**src/rtl/demux_serial_4lanes_pkg.sv**
```systemverilog
// Shared definitions for the 4-lane byte mux/demux pair: default widths, idle filler and slot order.
// Both ends import this package so the lane order of the serial stream is defined in one place.
package demux_serial_4lanes_pkg;

  localparam int                            DEFAULT_BUS_WIDTH  = 8;
  localparam logic [DEFAULT_BUS_WIDTH-1:0]  DEFAULT_IDLE_VALUE = 8'h00;

  // Slot order within a frame: lane 0 travels first, lane 3 closes the frame.
  typedef enum logic [1:0] {
    LANE0 = 2'd0,
    LANE1 = 2'd1,
    LANE2 = 2'd2,
    LANE3 = 2'd3
  } lane_e;

  // A frame marker forces the current slot to lane 0 regardless of the free-running phase.
  function automatic lane_e slot_lane(input logic start, input logic [1:0] fase);
    return start ? LANE0 : lane_e'(fase);
  endfunction

endpackage

```
**src/rtl/contador_fase.sv**
```systemverilog
// Free-running 2-bit slot phase counter; a frame marker reloads it so the next slot is lane 1.
// Flags a marker that arrives mid-frame, both immediately (realign) and as a registered pulse.
module contador_fase
  import demux_serial_4lanes_pkg::*;
(
  input  logic       clk,
  input  logic       rst_n,
  input  logic       inicio_trama,
  output logic [1:0] fase,
  output logic       realign,
  output logic       error_alineacion
);

  logic [1:0] fase_next;

  // NOTE: every signal assigned in an always_comb gets a value on every path, which is
  // what keeps synthesis from inferring a latch; here both are unconditional.
  always_comb begin
    realign   = inicio_trama && (fase != 2'd0);
    fase_next = inicio_trama ? 2'd1 : fase + 2'd1;
  end

  // NOTE: state registers use non-blocking assignments so every flop samples the values
  // from before the edge, independent of statement order.
  always_ff @(posedge clk or negedge rst_n) begin
    if (!rst_n) begin
      fase             <= 2'd0;
      error_alineacion <= 1'b0;
    end else begin
      fase             <= fase_next;
      error_alineacion <= realign;
    end
  end

endmodule

```
**src/rtl/demux_serial_4lanes.sv**
```systemverilog
// Receive side of the 4-lane byte mux: stages lanes 0..2 of each frame and commits all four
// lanes together on the lane-3 slot, holding the parallel outputs for the whole next frame.
module demux_serial_4lanes
  import demux_serial_4lanes_pkg::*;
#(
  parameter int                    BUS_WIDTH  = DEFAULT_BUS_WIDTH,
  parameter logic [BUS_WIDTH-1:0]  IDLE_VALUE = DEFAULT_IDLE_VALUE
) (
  input  logic                 clk_4f,
  input  logic                 reset,
  input  logic [BUS_WIDTH-1:0] Entrada,
  input  logic                 validEntrada,
  input  logic                 inicioTrama,
  output logic [BUS_WIDTH-1:0] Salida0,
  output logic [BUS_WIDTH-1:0] Salida1,
  output logic [BUS_WIDTH-1:0] Salida2,
  output logic [BUS_WIDTH-1:0] Salida3,
  output logic                 validSalida0,
  output logic                 validSalida1,
  output logic                 validSalida2,
  output logic                 validSalida3,
  output logic                 errorAlineacion
);

  localparam int STAGED_LANES = 3;

  logic [1:0]           fase;
  logic                 realign;
  lane_e                lane;
  logic                 commit;
  logic [BUS_WIDTH-1:0] slot_data;

  logic [BUS_WIDTH-1:0] stage_data [STAGED_LANES];
  logic [STAGED_LANES-1:0] stage_valid;

  contador_fase u_contador_fase (
    .clk              (clk_4f),
    .rst_n            (reset),
    .inicio_trama     (inicioTrama),
    .fase             (fase),
    .realign          (realign),
    .error_alineacion (errorAlineacion)
  );

  // Invalid slots carry the idle filler so a lane never exposes whatever was on the wire.
  always_comb begin
    lane      = slot_lane(inicioTrama, fase);
    commit    = (lane == LANE3);
    slot_data = validEntrada ? Entrada : IDLE_VALUE;
  end

  // NOTE: the staging array is a few flops rather than a RAM, so it is reset like any other
  // register; a reset then throws away any half-built frame.
  always_ff @(posedge clk_4f or negedge reset) begin
    if (!reset) begin
      for (int i = 0; i < STAGED_LANES; i++) begin
        stage_data[i] <= IDLE_VALUE;
      end
      stage_valid <= '0;
    end else if (commit) begin
      for (int i = 0; i < STAGED_LANES; i++) begin
        stage_data[i] <= IDLE_VALUE;
      end
      stage_valid <= '0;
    end else begin
      // A mid-frame marker aborts the partial frame; the lane-0 write below still wins.
      for (int i = 0; i < STAGED_LANES; i++) begin
        if (int'(lane) == i) begin
          stage_data[i]  <= slot_data;
          stage_valid[i] <= validEntrada;
        end else if (realign) begin
          stage_data[i]  <= IDLE_VALUE;
          stage_valid[i] <= 1'b0;
        end
      end
    end
  end

  always_ff @(posedge clk_4f or negedge reset) begin
    if (!reset) begin
      Salida0      <= IDLE_VALUE;
      Salida1      <= IDLE_VALUE;
      Salida2      <= IDLE_VALUE;
      Salida3      <= IDLE_VALUE;
      validSalida0 <= 1'b0;
      validSalida1 <= 1'b0;
      validSalida2 <= 1'b0;
      validSalida3 <= 1'b0;
    end else if (commit) begin
      Salida0      <= stage_data[0];
      Salida1      <= stage_data[1];
      Salida2      <= stage_data[2];
      Salida3      <= slot_data;
      validSalida0 <= stage_valid[0];
      validSalida1 <= stage_valid[1];
      validSalida2 <= stage_valid[2];
      validSalida3 <= validEntrada;
    end
  end

endmodule

```
**config.mk**
```make
export PLATFORM = sky130hd
export DESIGN_NAME = demux_serial_4lanes
export DESIGN_NICKNAME = d
export VERILOG_FILES = /design/src/rtl/demux_serial_4lanes_pkg.sv /design/src/rtl/contador_fase.sv /design/src/rtl/demux_serial_4lanes.sv
export SDC_FILE = /design/constraint.sdc
export NUM_CORES = 1
export LEC_CHECK = 0
export ABC_AREA = 1
export CAP_MARGIN = 5
export CORE_ASPECT_RATIO = 0.8
export CORE_UTILIZATION = 46
export CTS_CLUSTER_DIAMETER = 30
export DETAILED_ROUTE_END_ITERATION = 12
export PLACE_DENSITY = 0.75
export SLEW_MARGIN = 20
export SYNTH_ARGS = -nofsm -noshare
export SYNTH_HDL_FRONTEND = slang
export SYNTH_HIERARCHICAL = 1
export SYNTH_SLANG_ARGS = --single-unit
```
**constraint.sdc**
```tcl
create_clock -name clk_4f -period 1.5 [get_ports clk_4f]
set_clock_uncertainty 0.2 [all_clocks]
set_input_delay 0.225 -clock clk_4f [delete_from_list [all_inputs] [get_ports clk_4f]]
set_output_delay 0.225 -clock clk_4f [all_outputs]
set_load 0.01 [all_outputs]
```
==> run_results.csv <==
group,metric,value,unit
cells_and_area,antennaDiodeCount,0,
routing,antenna_left,0,
die,rows,23,
die,core,0.00518,mm^2
routing,drc_errors,0,
cells_and_area,area_delta_synth_final,31.5,%
routing,num_vias,2002,
synthesis,ys_warn_count,6,
setup_path,path_cells,"dlygate4sd2_1",
pwr,ir_drop,862,uV
timing,max_slew_margin,77.4,%
cells_and_area,regArea,0.00165,mm^2
timing,min_period_over_period,96.7,%
timing,worst_slack,0.0492,ns
cells_and_area,final_cells,404,
synthesis,syn_nets,287,
synthesis,ys_types,14,
grt,grt_max_degree,67,
synthesis,synth_async_sr_flop_share,100,%
placement,place_ws,-0.208,ns
synthesis,synth_flop_cell,"dfrtp_1",
routing,drt_iter0_markers,155,
cts,clk_latency,0.33,ns
setup_path,cp_max_fo,2,
grt,grt_use_total,20.6,%
run_status,status,"complete, no violations",
cells_and_area,final_cell_area,0.00336,mm^2
grt,antenna_found_initial,0,
cells_and_area,drive_gt1_share,11.4,%
placement,dp_hpwl,3540,um
cts,cts_sinks,66,
setup_path,crit_type,"reg -> out",
die,die_x,85.3,um
pwr,p_leak,1.79,nW
min_path,hold_class,"in -> async",
cts,cts_max_level,3,
synthesis,synth_top_area_cell,"dfrtp_1",
placement,io_buffers,48,
cts,clk_path_buf_depth,2,
setup_path,critPathCaptureType,"output port",
routing,routedWlPerCell,13.1,um
grt,grt_pass1_wl,8880,um
cells_and_area,multi_input_area,702,um^2
synthesis,synth_seq_cells,66,
timing,fmax,0.689,GHz
placement,gp_congestion,0.796,
synthesis,syn_area,0.00256,mm^2
setup_path,crit_arrival,1.03,ns
flow_run,cap_violations,0,
cts,clock-root-buffer,"clkbuf_8",
setup_path,path_delay_family,"flip-flops",
cts,path_clk_slew,0.07,ns
grt,grt_pass1_vias,1863,
synthesis,yosysTopAreaCellShare,64.6,%
setup_path,critPathLaunchType,"register",
die,dieArea,0.00586,mm^2
die,ioPinCount,49,
synthesis,synth.most_common_cell,"nand2_1",
synthesis,synth-edff-count,0,
synthesis,netlist_instances,274,
routing,vias_per_cell,4.96,
grt,grt_overflow,0,
timing,tightest_slew,0.339,ns
cells_and_area,fill_cells,438,
placement,dp_cells,386,
timing,period_needed,1.45,ns
timing,drv_slew,0,
setup_path,cp_slowest_cell,"dfrtp_1",
timing,rsz0062_at_grt,"no",
die,start_util,49.3,%
setup_path,crit_buf_inv,1,
setup_path,max_stage_delay,0.40,ns
synthesis,netlist_top_cells_area,"dfrtp_1 65%, nand2_1 12%, o21ai_0 10%",
synthesis,synth_seq_area_share,64.6,%
cts,cts_made_buffers,9,
setup_path,required,1.07,ns
routing,drtPass1Iterations,4,
pwr,pwr_density_cell,1280,mW/mm^2
cells_and_area,fin_nets,350,
synthesis,syn_area_per_cell,9.33,um^2
placement,placed_cell_area,0.00319,mm^2
die,die_h,68.7,um
cts,tritoncts,"yes",
synthesis,synth_common_cells,"85 x nand2_1, 66 x dfrtp_1, 52 x o21ai_0",
timing,hold_viol_final,0,
timing,setup_viol,0,
routing,drt_wl_total,5290,um
sequential cells by signal (all words and copies together), names as in the netlist:
register and cells:
stage_valid 3, validSalida1 1, validSalida2 1, u_contador_fase/error_alineacion 1, Salida3 8, Salida0 8, stage_data 24, Salida2 8
u_contador_fase/fase 2, validSalida3 1, validSalida0 1, Salida1 8
cell families after synthesis:
group	share of synthesized area [%]
simple gates	16.2
buf+inv	8.12
flops	64.6
fa+ha+maj	0.489
compound gates	10.6
worst register-to-register path, delay by kind of cell (launching register included):
| family | cells | cell delay (ns) |
|---|---|---|
| flops | 1 | 0.38 |
| buf+inv | 2 | 0.32 |
| simple gates | 4 | 0.45 |
where the power goes:
part / switching [W] / internal, W
clock network: 0.000679 / 0.000763
registers: 0.000106 / 0.00200
logic: 0.000425 / 0.000338
metal layers:
layer	vias up	wire, um	GRT usage (%)
met5	-	0	0
met1	955	2580	27.8
met3	5	261	6.90
met4	0	49	6.25
met2	62	2400	32.3
li1	980	-	-
through the flow:
step                util (%)  hold slack [ns]  TNS (ns)  power, W
floorplan                  -           -0.271         0   0.00250
CTS                     64.7            0.235         0   0.00436
detailed placement      61.6           0.0654     -8.31   0.00303
finish                  64.9            0.232         0   0.00431
global placement        61.6           0.0653     -6.52   0.00301
global route            64.9            0.261         0   0.00454
cell usage in the layout, fill, tap and decap left out, drive strengths merged:
cell type      netlist  final
o21ai               54     54
clkinvlp             0      1
ha                   1      1
dlygate4sd3          0      1
nand3                1      1
inv                 43     43
clkdlybuf4s50        0     10
nand2               86     86
clkinv               0      5
nor2                 4      4
clkbuf               3      9
dfrtp               66     66
bufinv               0      1
nand4                9      9
dlygate4sd2          0     37
buf                  7     14
repair_timing:
item	in CTS	in global routing
setup buffers	0	1
hold endpoints to repair	66	0
hold buffers	1	0
endpoints found under the setup margin	37	21
cloned	0	0
pin swaps	0	1
resized for setup	37	2
cell type report:
cell class                 instances  area share (%)
sequential                        66            49.1
multi-input combinational        155            20.9
timing repair buffer              62            17.1
inverter                          43            4.80
clock buffer                       9            3.69
tap                               62            2.31
clock inverter                     7            2.08
path summary, 6_finish.rpt:
path                                                   start                                    endpoint  slack, ns  depth (start not counted)
min                                                    reset                  stage_data[12]$_DFFE_PN0P_       0.23                          3
max                                   Salida3[1]$_DFFE_PN0N_                                  Salida3[1]       0.05                          1
max in group asynchronous                              reset  u_contador_fase/error_alineacion$_DFF_PN0_       0.59                          3
min reg2reg                           Salida0[2]$_DFFE_PN0N_                      Salida0[2]$_DFFE_PN0N_       0.28                          2
min in group clk_4f                   Salida0[2]$_DFFE_PN0N_                      Salida0[2]$_DFFE_PN0N_       0.28                          2
max reg2reg                u_contador_fase/fase[0]$_DFF_PN0_                  stage_data[16]$_DFFE_PN0P_       0.09                          6
Power figures use the tool's default switching activity.
